## src/rtl/ps2_keyboard_tx.sv

```systemverilog
// Device-side PS/2 transmitter: sends one 11-bit frame (start, 8 data bits LSB-first, odd parity, stop) per accepted byte.
// Optional macro PS2_TX_BREAK_EN adds tx_break_i, which sends an 0xF0 break prefix frame ahead of the data frame.
`timescale 1ns/1ps
module ps2_keyboard_tx #(
    parameter int CLK_DIV    = 2500,
    parameter int GAP_CYCLES = 5000
) (
    input  logic       ck_i,
    input  logic       rst_ni,
    input  logic       tx_valid_i,
    input  logic [7:0] tx_data_i,
`ifdef PS2_TX_BREAK_EN
    input  logic       tx_break_i,
`endif
    output logic       tx_ready_o,
    input  logic       ps2c_in_i,
    output logic       ps2c_o,
    output logic       ps2d_o
);

    localparam int CNT_MAX = (CLK_DIV > GAP_CYCLES) ? CLK_DIV : GAP_CYCLES;
    localparam int CW      = (CNT_MAX > 2) ? $clog2(CNT_MAX) : 1;
    localparam logic [CW-1:0] HALF_LAST = CW'(CLK_DIV - 1);
    localparam logic [CW-1:0] GAP_LAST  = CW'(GAP_CYCLES - 1);
    localparam logic [3:0]    LAST_BIT  = 4'd10;

    typedef enum logic [2:0] {
        IDLE,
        HI,
        LO,
        GAP,
        WAIT_INH
    } state_e;

    state_e        state_q;
    logic [7:0]    shreg_q;
    logic [3:0]    bit_q;
    logic [CW-1:0] cnt_q;
    logic          sync_q;
    logic          inh_s_q;
    logic          ps2c_q;
    logic          ps2d_q;
    logic          pend_q;
`ifdef PS2_TX_BREAK_EN
    logic [7:0]    data_q;
    logic          brk_q;
`endif

    logic [3:0] bit_d;
    logic       next_d;

    function automatic logic frame_bit(input logic [3:0] n, input logic [7:0] sh);
        logic [2:0] idx;
        idx = 3'(n - 4'd1);
        case (n)
            4'd0:    frame_bit = 1'b0;
            4'd9:    frame_bit = ~^sh;
            4'd10:   frame_bit = 1'b1;
            default: frame_bit = sh[idx];
        endcase
    endfunction

    assign bit_d      = bit_q + 4'd1;
    assign next_d     = frame_bit(bit_d, shreg_q);
    assign tx_ready_o = (state_q == IDLE) && inh_s_q;
    assign ps2c_o     = ps2c_q;
    assign ps2d_o     = ps2d_q;

    // pend_q marks a frame still owed in shreg_q (abort retry or post-break data) to start after GAP.
    always_ff @(posedge ck_i or negedge rst_ni) begin
        if (!rst_ni) begin
            state_q <= IDLE;
            shreg_q <= 8'd0;
            bit_q   <= 4'd0;
            cnt_q   <= '0;
            sync_q  <= 1'b0;
            inh_s_q <= 1'b0;
            ps2c_q  <= 1'b1;
            ps2d_q  <= 1'b1;
            pend_q  <= 1'b0;
`ifdef PS2_TX_BREAK_EN
            data_q  <= 8'd0;
            brk_q   <= 1'b0;
`endif
        end else begin
            sync_q  <= ps2c_in_i;
            inh_s_q <= sync_q;
            case (state_q)
                IDLE: begin
                    if (tx_valid_i && tx_ready_o) begin
`ifdef PS2_TX_BREAK_EN
                        shreg_q <= tx_break_i ? 8'hF0 : tx_data_i;
                        data_q  <= tx_data_i;
                        brk_q   <= tx_break_i;
`else
                        shreg_q <= tx_data_i;
`endif
                        state_q <= HI;
                        bit_q   <= 4'd0;
                        cnt_q   <= '0;
                        ps2c_q  <= 1'b1;
                        ps2d_q  <= 1'b0;
                    end
                end
                HI: begin
                    if (!inh_s_q && (bit_q != LAST_BIT)) begin
                        state_q <= WAIT_INH;
                        cnt_q   <= '0;
                        ps2c_q  <= 1'b1;
                        ps2d_q  <= 1'b1;
                        pend_q  <= 1'b1;
                    end else if (cnt_q == HALF_LAST) begin
                        state_q <= LO;
                        cnt_q   <= '0;
                        ps2c_q  <= 1'b0;
                    end else begin
                        cnt_q <= cnt_q + 1'b1;
                    end
                end
                LO: begin
                    if (cnt_q == HALF_LAST) begin
                        cnt_q  <= '0;
                        ps2c_q <= 1'b1;
                        if (bit_q == LAST_BIT) begin
                            state_q <= GAP;
                            ps2d_q  <= 1'b1;
`ifdef PS2_TX_BREAK_EN
                            if (brk_q) begin
                                shreg_q <= data_q;
                                brk_q   <= 1'b0;
                                pend_q  <= 1'b1;
                            end
`endif
                        end else begin
                            state_q <= HI;
                            bit_q   <= bit_d;
                            ps2d_q  <= next_d;
                        end
                    end else begin
                        cnt_q <= cnt_q + 1'b1;
                    end
                end
                WAIT_INH: begin
                    if (inh_s_q) begin
                        state_q <= GAP;
                        cnt_q   <= '0;
                    end
                end
                GAP: begin
                    if (cnt_q == GAP_LAST) begin
                        cnt_q <= '0;
                        if (pend_q) begin
                            state_q <= HI;
                            bit_q   <= 4'd0;
                            ps2c_q  <= 1'b1;
                            ps2d_q  <= 1'b0;
                            pend_q  <= 1'b0;
                        end else begin
                            state_q <= IDLE;
                        end
                    end else begin
                        cnt_q <= cnt_q + 1'b1;
                    end
                end
                default: begin
                    state_q <= IDLE;
                    ps2c_q  <= 1'b1;
                    ps2d_q  <= 1'b1;
                end
            endcase
        end
    end

endmodule

```

## config.mk

```make
export PLATFORM = sky130hd
export DESIGN_NAME = ps2_keyboard_tx
export DESIGN_NICKNAME = d
export VERILOG_FILES = /design/src/rtl/ps2_keyboard_tx.sv
export SDC_FILE = /design/constraint.sdc
export NUM_CORES = 1
export LEC_CHECK = 0
export ABC_CLOCK_PERIOD_IN_PS = 2200
export BUFFER_PORTS_ARGS = -buffer_cell sky130_fd_sc_hd__buf_2
export CORE_MARGIN = 4
export CORE_UTILIZATION = 54
export CTS_BUF_LIST = sky130_fd_sc_hd__clkbuf_16
export DETAILED_ROUTE_END_ITERATION = 16
export PLACE_DENSITY = 0.75
export REMOVE_ABC_BUFFERS = 1
export SETUP_SLACK_MARGIN = 0.1
export SLEW_MARGIN = 20
export SYNTH_ARGS = -nofsm -noshare
export SYNTH_HDL_FRONTEND = slang
export SYNTH_SLANG_ARGS = --single-unit
```

## constraint.sdc

```tcl
create_clock -name ck_i -period 2.2 [get_ports ck_i]
set_input_delay 0.44 -clock ck_i [delete_from_list [all_inputs] [get_ports ck_i]]
set_output_delay 0.44 -clock ck_i [all_outputs]
set_load 0.01 [all_outputs]
```

==> impl_metrics.json <==
{
  "status": "finished, final reports clean",
  "r2r_end": "ps2d_o",
  "syn_area_sq_um": 2100,
  "powerDensity_nw_per_um2": 477,
  "chipWidth_um": 70.4,
  "dieArea_sq_um": 4950,
  "wl_per_cell_um": 17.1,
  "initial_utilization_pct": 56.5,
  "num_rows": 22,
  "tns_ns": 0,
  "ios": 15,
  "final.period_utilization_pct": 96.3,
  "critPathTopFamily": "multiplexers",
  "path_clk_slew_ns": 0.05,
  "cp-end-kind": "flip-flop",
  "first_pass_iters": 5,
  "cpPeakStageDelay_ns": 0.48,
  "cts_buffers": 5,
  "ys_seq_elements": 33,
  "drc_errors": 0,
  "synthArstFlopShare_pct": 100,
  "hpwl_mm": 3.45,
  "synth_warnings": 0,
  "port_buffers": 14,
  "clock_latency_ns": 0.28,
  "drive_gt1_share_pct": 35.5,
  "hold_class": "in2async",
  "nNetsFinal": 282,
  "antenna_found_initial": 0,
  "synth_edf_count": 0,
  "worstMarginPinSlew_ns": 0.737,
  "power.switching_uw": 280,
  "rsz0062_at_grt": "true",
  "area_growth_pct": 31.0,
  "diodes": 0,
  "cp.depth": 8,
  "grt_max_degree": 34,
  "relSlewSlack_pct": 50.9,
  "clock-sinks": 33,
  "required_ns": 2.39,
  "p_sw_share_pct": 21.3,
  "finalClockSkew_ns": 0.00246,
  "fin_crit_ns": 2.12,
  "cp-endpoint": "ps2d_o",
  "clockPowerShare_pct": 51.5,
  "whs_ns": 0.225,
  "grt_pass1_vias": 1709,
  "worst-path-buf-inv": 1,
  "synth_top_flop_cell": "dfrtp_1",
  "cts_tree": "built",
  "intPower_mw": 1.03,
  "dp_slack_ns": -0.0239,
  "postSynthAreaPerCell_sq_um": 9.77,
  "cts_buffer_depth": 2,
  "final-setup-viol-count": 0,
  "combPwrFrac_pct": 1.9,
  "vias": 1908,
  "crit_type": "reg2reg",
  "die_h_um": 70.4,
  "crit_arrival_ns": 2.31,
  "r2r_slack_ns": 0.08,
  "r2r-start": "bit_q[1]",
  "grtUsageTotal_pct": 21.8,
  "setup_ws_ns": 0.0804,
  "finalPower_mw": 1.31,
  "synthCells": 215,
  "grt_overflow": 0,
  "cp_slowest_cell": "mux4_2",
  "max_freq_ghz": 0.472,
  "htreeDepth": 2,
  "power.leakage_nw": 1.26,
  "critPathLaunch": "bit_q[1]",
  "gp_congestion": 0.870,
  "ant_nets": 0,
  "finish.utilization_pct": 74.0,
  "viasPerCell": 6.10,
  "drt_iter0_drc": 209,
  "hold_viol_final": 0,
  "core_sq_um": 3720,
  "ys_types": 54,
  "clock-root-buffer": "clkbuf_16",
  "routed_wl_mm": 5.35,
  "start_kind": "flip-flop",
  "crit_fanout": 3,
  "ys_seq_area_share_pct": 39.5,
  "pwr-share-seq_pct": 46.6,
  "maxCapViolations": 0,
  "path_cells": "inv_1 > ha_4 > mux4_2 > mux2i_1 > a21oi_1 > a2111oi_2 > a211o_1 > a41oi_1",
  "cts_hold_buf": 0,
  "rr_worst_depth": 8,
  "grt_pass1_wl_mm": 8.55,
  "slew_viol_final": 0,
  "peakVddDrop_uv": 511
}
[layer usage]
layer / GRT usage [%] / wire (um) / vias to the layer above / part of all wire [%]
met2: 33.1 / 2500 / 79 / 47
li1: - / - / 904 / -
met4: 5.96 / 110 / 0 / 2.1
met5: 0 / 0 / - / 0
met1: 30.8 / 2440 / 912 / 46
met3: 5.47 / 295 / 13 / 5.5
[Yosys cell counts, types with 3 or more instances]
cell type / n / area share (%)
nand2_1: 12 / 2.1
mux2_2: 8 / 4.3
a31oi_1: 8 / 2.4
and2_1: 3 / 0.89
or3_1: 6 / 1.8
nor2b_1: 3 / 0.89
a22o_1: 4 / 1.7
nand2b_1: 4 / 1.2
dfrtp_1: 31 / 37
xnor2_1: 6 / 2.5
ha_1: 6 / 3.6
nor2_1: 9 / 1.6
mux4_2: 4 / 4.3
nor3_1: 5 / 1.2
and3_1: 10 / 3.0
inv_1: 7 / 1.3
nand3_1: 8 / 1.9
a21o_1: 3 / 1.1
o21ai_0: 6 / 1.4
a41oi_1: 3 / 1.3
clkbuf_1: 4 / 0.71
a21oi_1: 14 / 3.3
o21ai_1: 13 / 3.1
[registers in the layout, indices dropped and copies added (netlist names)]
signal   cells
bit_q        4
cnt_q       13
inh_s_q      1
pend_q       1
ps2c_o       1
ps2d_o       1
shreg_q      8
state_q      3
sync_q       1
[cells by family (layout without fill, tap and decap cells)]
family          Yosys count  count (layout)  share of synthesized area [%]
compound gates           62              62                           18.9
buf+inv                  15              65                           3.16
mux                      14              14                           9.54
simple gates             77              77                           22.1
flops                    33              33                           39.5
fa+ha+maj                 6               6                           3.58
xor+xnor                  8               8                           3.34
[worst register-to-register path, stage by stage, from the launching register on]
cell	delay (ns)
dfrtp_1	0.38
inv_1	0.12
ha_4	0.31
mux4_2	0.48
mux2i_1	0.19
a21oi_1	0.08
a2111oi_2	0.21
a211o_1	0.15
a41oi_1	0.12
[area by class of cell]
class / count / area, sq um
sequential: 33 / 830
clock buffer: 5 / 125
multi-input combinational: 167 / 1320
inverter: 8 / 30.0
fill: 274 / 966
timing repair buffer: 49 / 370
tap: 48 / 60.1
clock inverter: 3 / 17.5
[stage by stage]
stage / instance area, sq um / cells
after floorplan: 2060 / 208
after global routing: 2750 / 313
after global placement: 2350 / 291
after detailed placement: 2350 / 291
after CTS: 2560 / 303
final: 2750 / 313
[power by group through the flow]
stage               combinational, mW  sequential (mW)  clock [mW]
floorplan                     0.00276            0.621           0
global placement               0.0250            0.621           0
detailed placement             0.0256            0.621           0
CTS                            0.0259            0.611       0.682
global route                   0.0303            0.611       0.718
finish                         0.0252            0.611       0.676
[placed cells by master, fill, tap and decap left out, drive strengths merged, types with 3 or more instances in the layout]
cell / Yosys / final
a31oi: 8 / 8
a21oi: 14 / 14
and3: 10 / 10
inv: 8 / 8
nand2b: 4 / 4
dfrtp: 31 / 31
buf: 3 / 49
a21o: 3 / 3
o21ai: 19 / 19
nor3: 5 / 5
a22o: 4 / 4
a41oi: 3 / 3
xnor2: 6 / 6
nor2b: 3 / 3
clkbuf: 4 / 5
ha: 6 / 6
mux2: 8 / 8
nor2: 10 / 10
or2: 3 / 3
mux4: 4 / 4
or3: 7 / 7
nand2: 13 / 13
and2: 3 / 3
nand3: 8 / 8
[repair_timing]
action | 4_1_cts | 5_1_grt
setup endpoints to repair | 4 | 19
pin swaps | 5 | 8
resized for setup | 8 | 19
buffers inserted | 3 | 10
cloned | 1 | 0
[worst min path at each step]
| stage | slack [ns] | from | to |
|---|---|---|---|
| 6_report | 0.23 | rst_ni | bit_q[1] |
| 4_1_cts | 0.25 | rst_ni | bit_q[2] |
| 3_3_place_gp | 0.33 | sync_q | inh_s_q |
| 5_1_grt | 0.26 | ps2c_in_i | sync_q |
| 2_1_floorplan | 0.14 | rst_ni | bit_q[0] |
| 3_5_place_dp | 0.35 | sync_q | inh_s_q |
No activity file was read; power rests on OpenSTA's default activity.
